===== config.mk =====
export PLATFORM = sky130hd
export DESIGN_NAME = block_accum_fifo
export DESIGN_NICKNAME = d
export VERILOG_FILES = /design/src/rtl/block_accum_fifo.sv
export SDC_FILE = /design/constraint.sdc
export NUM_CORES = 1
export LEC_CHECK = 0
export ABC_AREA = 1
export BUFFER_PORTS_ARGS = -buffer_cell sky130_fd_sc_hd__buf_2
export CAP_MARGIN = 20
export CORE_MARGIN = 3
export CORE_UTILIZATION = 50
export CTS_BUF_LIST = sky130_fd_sc_hd__clkbuf_4 sky130_fd_sc_hd__clkbuf_8 sky130_fd_sc_hd__clkbuf_16
export DETAILED_ROUTE_END_ITERATION = 7
export PLACE_DENSITY = 0.72
export SETUP_SLACK_MARGIN = 0.2
export SYNTH_ARGS = -nofsm -noshare
export SYNTH_HDL_FRONTEND = slang
export SYNTH_SLANG_ARGS = --single-unit

===== constraint.sdc =====
create_clock -name clk -period 3.2 [get_ports clk]
set_input_delay 0.32 -clock clk [delete_from_list [all_inputs] [get_ports clk]]
set_output_delay 0.32 -clock clk [all_outputs]
set_load 0.005 [all_outputs]

===== src/rtl/block_accum_fifo.sv =====
// Block accumulator: sums N_BLOCK valid samples, saturates to s16,
// and queues results in a first-word-fall-through FIFO.
module block_accum_fifo #(
  parameter int N_BLOCK    = 4,
  parameter int FIFO_DEPTH = 4
) (
  input  logic                          clk,
  input  logic                          rst,
  input  logic                          in_valid,
  input  logic signed [15:0]            in_data,
  output logic                          out_valid,
  input  logic                          out_ready,
  output logic signed [15:0]            out_data,
  output logic                          out_sat,
  output logic [$clog2(FIFO_DEPTH):0]   fill_level,
  output logic                          overflow
);

  localparam int CW = $clog2(N_BLOCK);
  localparam int AW = 16 + CW;
  localparam int PW = $clog2(FIFO_DEPTH);

  localparam logic signed [AW-1:0] MAXV = AW'(32767);
  localparam logic signed [AW-1:0] MINV = AW'(-32768);
  localparam logic [CW-1:0]        LAST = CW'(N_BLOCK - 1);
  localparam logic [PW:0]          DEPTH = (PW + 1)'(FIFO_DEPTH);

  logic signed [AW-1:0] acc;
  logic signed [AW-1:0] sum;
  logic [CW-1:0]        cnt;
  logic                 last;
  logic                 full;
  logic                 push;
  logic                 pop;
  logic                 sat;
  logic signed [15:0]   sat_d;
  logic [PW-1:0]        rd_ptr;
  logic [PW-1:0]        wr_ptr;
  logic [16:0]          mem [FIFO_DEPTH];

  assign last = in_valid && (cnt == LAST);
  assign sum  = acc + AW'(in_data);
  assign full = (fill_level == DEPTH);
  assign pop  = out_valid && out_ready;
  // A full FIFO still accepts a result if its head leaves on the same edge.
  assign push = last && (!full || pop);

  always_comb begin
    sat   = 1'b0;
    sat_d = sum[15:0];
    if (sum > MAXV) begin
      sat   = 1'b1;
      sat_d = 16'sh7fff;
    end else if (sum < MINV) begin
      sat   = 1'b1;
      sat_d = 16'sh8000;
    end
  end

  always_ff @(posedge clk or negedge rst) begin
    if (!rst) begin
      acc <= '0;
      cnt <= '0;
    end else if (in_valid) begin
      if (last) begin
        acc <= '0;
        cnt <= '0;
      end else begin
        acc <= sum;
        cnt <= cnt + 1'b1;
      end
    end
  end

  always_ff @(posedge clk or negedge rst) begin
    if (!rst) begin
      rd_ptr     <= '0;
      wr_ptr     <= '0;
      fill_level <= '0;
      overflow   <= 1'b0;
    end else begin
      if (push) wr_ptr <= wr_ptr + 1'b1;
      if (pop)  rd_ptr <= rd_ptr + 1'b1;
      if (push && !pop)      fill_level <= fill_level + 1'b1;
      else if (pop && !push) fill_level <= fill_level - 1'b1;
      if (last && full && !pop) overflow <= 1'b1;
    end
  end

  always_ff @(posedge clk) begin
    if (push) mem[wr_ptr] <= {sat, sat_d};
  end

  assign out_valid = (fill_level != '0);
  assign out_data  = out_valid ? mem[rd_ptr][15:0] : '0;
  assign out_sat   = out_valid ? mem[rd_ptr][16] : 1'b0;

endmodule


==> results of run 1 <==
-- stage by stage --
step / setup WS, ps / area, um2
after global routing: 327 / 5550
after detailed placement: 521 / 5320
after floorplan: 1040 / 4970
final: 511 / 5550
after global placement: 631 / 5320
after CTS: 508 / 5550
-- Yosys cell counts, drive strengths merged (2+ instances only) --
master  instances  area [um2]
buf             5        38.8
edfxtp         68        2040
xnor2           8        70.1
ha             23         288
fa              2        40.0
nor2           87         327
nand3b          3        22.5
xor2            9        78.8
nand2         131         519
clkbuf         11        41.3
a22o            8        71.3
o21ai          44         231
nor3            2        10.0
clkinv          2        7.51
nand3          12        70.1
o21bai          4        30.0
a21oi          33         165
inv            49         184
dfrtp          28         701
-- sequential cells by signal, indices dropped and copies added (netlist names) --
name,count
rd_ptr,2
fill_level,3
mem,68
cnt,2
wr_ptr,2
acc,18
overflow,1
-- routing by layer --
metal  part of all wire [%]  vias up  track usage [%]
met4                    1.4        2             7.03
met2                     49       80             33.5
met3                    3.9       15             2.33
met1                     45     1711             25.1
met5                   0.12        -                0
li1                       -     1849                -
-- path summary, 6_finish.rpt --
path / to / slack (ps) / cells past startpoint
min reg2reg: overflow / 490 / 1
min in group clk: acc[1] / 200 / 2
max reg2reg: fill_level[1] / 510 / 9
min: cnt[1] / -10 / 1
max in group asynchronous: acc[15] / 2770 / 1
max: fill_level[1] / 510 / 9
-- cell families after synthesis --
family	count (synthesis)	share of synthesized area (%)
and+or+nand+nor	237	19.3
AOI/OAI and AO/OA	91	10.3
buffers and inverters	67	5.46
adders and majority gates	25	6.59
DFF	96	55.1
xor gates and xnor gates	17	2.99
muxes	1	0.226
-- final cells by class --
cell class | instances | area [um2] | area share (%)
sequential | 96 | 2740 | 49.4
multi-input combinational | 371 | 1960 | 35.3
timing repair buffer | 49 | 265 | 4.78
inverter | 51 | 191 | 3.45
tap | 129 | 161 | 2.91
clock buffer | 9 | 124 | 2.23
clock inverter | 7 | 103 | 1.85
-- power groups by stage --
stage	sequential [uW]	combinational, uW	clock [uW]
final	2120	3050	889
after global routing	2150	3460	944
after CTS	2120	3050	896
after detailed placement	2150	3030	0
after global placement	2140	2920	0
after floorplan	2110	2210	0
==> results by group, run 1 <==
Run status
  • Outcome: complete, but fails checks
  • Failing checks: hold timing

Route
  • DR vias/cell: a little over 5
  • Final wirelength: 10500 um
  • DR vias: roughly 3700
  • DR iter-0 viols: about 170
  • Antenna Nets Post-Route: 0
  • Remaining DRCs: 0
  • DRT Pass-1 Iters: 4
  • DR WL/cell: 14.8 um

Critical path
  • Critical Path AT: 2940 ps
  • FF-to-FF Start: fill_level[0]
  • Worst Path Required: around 3500 ps
  • Crit path max-delay family: buffers and inverters
  • Worst Setup Start Kind: flip-flop
  • Worst-path cell chain: nor2_1 -> nand2_1 -> clkinv_1 -> nor2_1 -> inv_1 -> ha_1 -> inv_1 -> fa_1 -> mux2_2
  • Crit path kind: flip-flop to flip-flop
  • Crit. End Element: flip-flop
  • Worst path slowest cell: clkinv_1
  • WP buf/inv: 3
  • Worst-path fanout max: 18
  • Crit path from: fill_level[0]
  • Slowest Stage Delay on Critical Path: 490 ps

CTS
  • CTS Buf Count: 9
  • Max Buffers Root-to-Sink: 2
  • Hold_buf cts: 0
  • Clock slew at reported path FFs: approximately 100 ps
  • Clock sinks: 96
  • Setup repair bufs after CTS: 0
  • CTS tree: yes
  • Resize count post-CTS: 0
  • Clk_lat worst skew: 360 ps
  • Root buf cell: clkbuf_8
  • H-tree depth: 3

Timing
  • RSZ-0062 raised after global routing: false
  • Period Utilization, post-route: ~84%
  • Max Slew Vio Count: 0
  • Hold_ws: -10.8 ps
  • Fmax: between 300 and 400 MHz
  • Tightest Pin Transition: 979 ps
  • Final setup fails: 0
  • Final min period: 2690 ps
  • Setup TNS: 0 ps
  • Slew headroom: between 30% and 40%
  • Final Skew: 14.4 ps
  • Final hold violations: 14

Synth
  • Main synth FF type: edfxtp_1
  • FFs w/ async S/R, synth: between 20% and 30%
  • #FFs+latches synth: 96
  • Count of cell types in the netlist: 32
  • EDFF count, synth: 68
  • Sequential area share after synthesis: 55.1%
  • Syn Inst Count: 534
  • Syn_area_per_cell: between 9 and 10 um2
  • Warnings from Yosys: 0
  • Synth Cell Area: about 5000 um2
  • Mapped Nets: 579

Place
  • Dpl hpwl: between 7000 and 8000 um
  • Buffers on Ports: ~40
  • Inst Count DP: just under 700
  • Final weighted congestion of routability-driven global placement: 0.858

GRT
  • Grt ovf: 0
  • Largest net degree at the start of global routing: 37
  • Number of antenna violations at the first check in global routing: 1
  • Gr usage total: 19.4%
  • Vias in the first global route: about 3600
  • Global-route wire length before repair: around 17000 um

Worst hold path
  • Hold crit path type: primary input to asynchronous set/reset pin

Final layout
  • Most frequent cells in the layout: nand2_1, nor2_1, edfxtp_1, inv_1, o21ai_0
  • Share of cells above drive strength 1: 13.7%
  • Antenna cells: 0
  • Nets@finish: about 620
  • # fillers: 823
  • Leading cell type in the layout, fill and taps excluded: nand2_1
  • Final core occ: 58.7%
  • Area grow syn2layout: 11.5%
  • Cell Count, Final, Fillers Out: 712

Power
  • VDD IR max: 0.651 mV
  • Pint: approximately 3500 uW
  • Power density over the cells: 1090 nW/um2
  • Power Total: 6060 uW
  • Flop pwr share: 35.0%
  • Leak pwr: 0.00249 uW
  • Combinational share of power: 50.3%
  • Switching pwr: 2590 uW
  • Sw Share: between 40% and 50%
  • Clk network pwr share: 14.7%

Die
  • Core area: around 9500 um2
  • I/O Pins: 42
  • Die area: 11200 um2
  • Initial Utilization: between 50 and 60%
  • # rows: 35
  • Die height: 106 um
  • Die width: 106 um

Flow run
  • Max Cap Viol: 0
Note: power is estimated with default switching activity, not from simulation.
==> run 2: changes to the inputs <==
- ABC_AREA: 1 -> 0
- clock period: 3.2 -> 2.7 ns (I/O delays scaled with it)
==> run 2 against run 1 <==
  * The flow now finishes without violations
  * Clock skew up 5.3 ps
  * Combinational power rose by 82%
  * Synthesized cell count shrank 30%
  * Sequential power is 26% higher
  * Total power is 52% higher
  * Core utilization grew 6.9 points
  * Die area did not move
  * Hold slack improved by 210 ps
  * Setup slack worse by 510 ps
  * Synthesized area is the same
  * Wire length fell by 2.3%
  * Sequential share of layout area shrank 5.2 points
  * Critical endpoint is now mem[1][14]
  * Largest cell class unchanged
  * Highest routed layer is now met4
==> results by group, run 2 <==
Timing
  • Slew headroom: 56.0% (+21 points)
  • Fmax: 370 MHz (-0.39%)
  • Setup TNS: 0 ps (unchanged)
  • Max Slew Vio Count: 0 (unchanged)
  • Final setup fails: 0 (unchanged)
  • Period Utilization, post-route: 100% (+16 points)
  • Final setup margin: 0.127 ps (-511 ps)
  • Final min period: 2700 ps (+10.5 ps)
  • Final hold violations: 0 (-14)
  • Tightest Pin Transition: 660 ps (-319 ps)
  • RSZ-0062 raised after global routing: true
  • Final Skew: 19.7 ps (+5.28 ps)

Final layout
  • Area grow syn2layout: 24.5%
  • Cell Count, Final, Fillers Out: 594 (-17%)
  • Share of cells above drive strength 1: 38.3% (+25 points)
  • Largest regs: mem x68, acc x18, fill_level x3
  • # fillers: 714 (-13%)
  • Nets@finish: 505 (-19%)
  • Leading cell type in the layout, fill and taps excluded: edfxtp_1
  • Antenna cells: 0 (unchanged)
  • Area of the multi-input gates: 2370 um2 (+21%)
  • Register area: 2740 um2 (unchanged)
  • Most flops, register: mem
  • Final Cell Area: 6200 um2 (+12%)
  • Max FFs per register: 68 (unchanged)
  • Most frequent cells in the layout: edfxtp_1, buf_4, buf_2, dfrtp_1, inv_1

Power
  • VDD IR max: 0.785 mV (+21%)
  • Pint: 5480 uW (+58%)
  • Power density over the cells: 1490 nW/um2 (+36%)
  • Switching pwr: 3740 uW (+44%)
  • Clk network pwr share: 10.8% (-3.9 points)
  • Power Total: 9220 uW (+52%)
  • Sw Share: 40.6% (-2.2 points)
  • Leak pwr: 0.00236 uW (-5.0%)
  • Combinational share of power: 60.2% (+9.9 points)
  • Flop pwr share: 28.9% (-6.1 points)

CTS
  • Clock slew at reported path FFs: 100 ps (about the same)
  • CTS Buf Count: 9 (unchanged)
  • H-tree depth: 3 (unchanged)
  • Clock sinks: 96 (unchanged)
  • Root buf cell: clkbuf_8
  • Max Buffers Root-to-Sink: 2 (unchanged)
  • Clk_lat worst skew: 370 ps (about the same)
  • CTS tree: yes

Die
  • Die height: 106 um (unchanged)
  • Core area: 9460 um2 (unchanged)
  • Die area: 11200 um2 (unchanged)
  • Initial Utilization: 52.6% (unchanged)
  • Die width: 106 um (unchanged)
  • # rows: 35 (unchanged)
  • I/O Pins: 42 (unchanged)

Synth
  • Mapped Nets: 421 (-27%)
  • Post-synth top area share: 41.0% (unchanged)
  • #FFs+latches synth: 96 (unchanged)
  • Synth top cells by count: edfxtp_1, dfrtp_1, inv_1
  • Count of cell types in the netlist: 49 (+53%)
  • Syn Inst Count: 376 (-30%)
  • Main synth FF type: edfxtp_1
  • Syn_area_per_cell: 13.2 um2 (+42%)
  • Warnings from Yosys: 0 (unchanged)
  • Post-synth top area cell: edfxtp_1
  • Top-count cell post-synth: edfxtp_1
  • Sequential area share after synthesis: 55.1% (unchanged)
  • FFs w/ async S/R, synth: 29.2% (unchanged)
  • Synth area leaders: edfxtp_1, dfrtp_1, mux4_2, ha_1, and2_1
  • EDFF count, synth: 68 (unchanged)
  • Synth Cell Area: 4970 um2 (unchanged)

Critical path
  • Worst-path cell chain: ha_4 -> inv_2 -> fa_2 -> nand2b_4 -> a2111oi_4 -> buf_4 -> o21ai_4 -> a32oi_2 -> xor2_1 -> a31oi_2 -> a31oi_2
  • Critical Path AT: 2890 ps (-50 ps)
  • Worst-path fanout max: 4 (-14)
  • Crit path max-delay family: compound AO/OA/AOI/OAI gates
  • Crit path kind: flip-flop to flip-flop
  • Worst Path Required: 2890 ps (-560 ps)
  • WP buf/inv: 2 (-1)
  • Crit. End Element: flip-flop
  • Slowest Stage Delay on Critical Path: 390 ps (-100 ps)
  • Worst path slowest cell: dfrtp_1
  • Most used cell, CP: a31oi_2
  • Worst Setup Start Kind: flip-flop

Worst hold path
  • Hold crit path type: primary input to flip-flop

Flow run
  • Max Cap Viol: 0 (unchanged)

GRT
  • Vias in the first global route: 3352 (-6.1%)
  • Gr usage total: 19.5% (+0.12 points)
  • Grt ovf: 0 (unchanged)
  • Number of antenna violations at the first check in global routing: 0 (-1)
  • Largest net degree at the start of global routing: 29 (-22%)
  • Global-route wire length before repair: 17000 um (+0.20%)

Route
  • DRT Pass-1 Iters: 4 (unchanged)
  • Remaining DRCs: 0 (unchanged)
  • DR vias: 3320 (-9.2%)
  • Antenna Nets Post-Route: 0 (unchanged)
  • DR WL/cell: 17.3 um (+17%)
  • Final wirelength: 10300 um (-2.3%)
  • DR vias/cell: 5.59 (+8.8%)
  • DR iter-0 viols: 135 (-22%)

Run status
  • Outcome: finished, final reports clean

Place
  • Dpl hpwl: 7210 um (+0.49%)
  • DP Area: 5590 um2 (+5.0%)
  • Dpl ws: -142 ps (-663 ps)
  • Inst Count DP: 565 (-19%)
  • Final weighted congestion of routability-driven global placement: 0.813 (-5.3%)
  • Buffers on Ports: 41 (unchanged)
## run 2: cell types whose count changed after synthesis, sizes merged, moves of 8 or more
cell,before,now
nand2,131,15
nor2,87,11
inv,49,26
and2,1,23
mux4,0,17
o22ai,1,18
o21ai,44,28
a21oi,33,18
nand3,12,1
a22o,8,0
## run 2: cell type report
cell class / count / area share (%)
Multi-Input combinational cell: 237 / 38.3
Clock buffer: 9 / 2.00
Sequential cell: 96 / 44.3
Clock inverter: 7 / 1.37
Timing Repair Buffer: 90 / 9.87
Inverter: 26 / 1.58
Tap cell: 129 / 2.61
## run 2: tightest hold or removal path, delay by kind of cell
kind                      cells  cell delay [ps]
and+or+nand+nor               1               90
buffers and inverters         1              120
xor gates and xnor gates      1               60
## run 2: path summary, 6_finish.rpt
| path | start | endpoint | slack [ps] | depth (start not counted) |
|---|---|---|---|---|
| max reg2reg | acc[0] | mem[1][14] | 0.1 | 11 |
| max | acc[0] | mem[1][14] | 0.1 | 11 |
| max in group asynchronous | rst | acc[1] | 1780 | 2 |
| min reg2reg | overflow | overflow | 490 | 1 |
| min | out_ready | rd_ptr[1] | 200 | 3 |
| min in group asynchronous | rst | rd_ptr[1] | 460 | 2 |
## run 2: cells by family (layout without fill, tap and decap cells)
logic type | after synthesis | count (layout) | synth area share (%)
flip-flops | 96 | 96 | 55.1
XOR/XNOR | 26 | 26 | 4.58
buffers and inverters | 43 | 132 | 3.85
AND/OR/NAND/NOR | 71 | 71 | 7.62
multiplexers | 20 | 20 | 8.35
adder cells (fa/ha/maj) | 25 | 25 | 6.59
AO/OA/AOI/OAI | 95 | 95 | 13.9
## run 2: power by group through the flow
stage	Sequential (uW)	Clock (uW)	Combinational (uW)
global placement	2670	0	4330
floorplan	2620	0	3080
global route	2710	1070	6020
detailed placement	2690	0	4500
CTS	2670	1020	5030
finish	2670	997	5550
## run 2: timing repair
| item | in CTS | in global routing |
|---|---|---|
| pin swaps | 6 | 10 |
| gates resized for setup | 28 | 25 |
| setup buffers | 7 | 5 |
| hold buffers | 1 | 0 |
| setup endpoints to repair | 64 | 67 |
| gates cloned | 0 | 0 |
| hold endpoints to repair | 28 | 0 |
## run 2: layer usage
layer | share of wire, % | up-vias | GRT usage [%]
met3 | 4.1 | 12 | 4.16
met5 | 0 | - | 0
met4 | 1.8 | 0 | 5.74
li1 | - | 1577 | -
met2 | 49 | 84 | 31.4
met1 | 45 | 1647 | 26.8
## run 2: stage by stage
| stage | util, % | hold WS [ps] |
|---|---|---|
| finish | 65.5 | 204 |
| CTS | 63.8 | 186 |
| floorplan | - | -25.6 |
| global placement | 59.1 | 344 |
| global route | 65.5 | 197 |
| detailed placement | 59.1 | 350 |
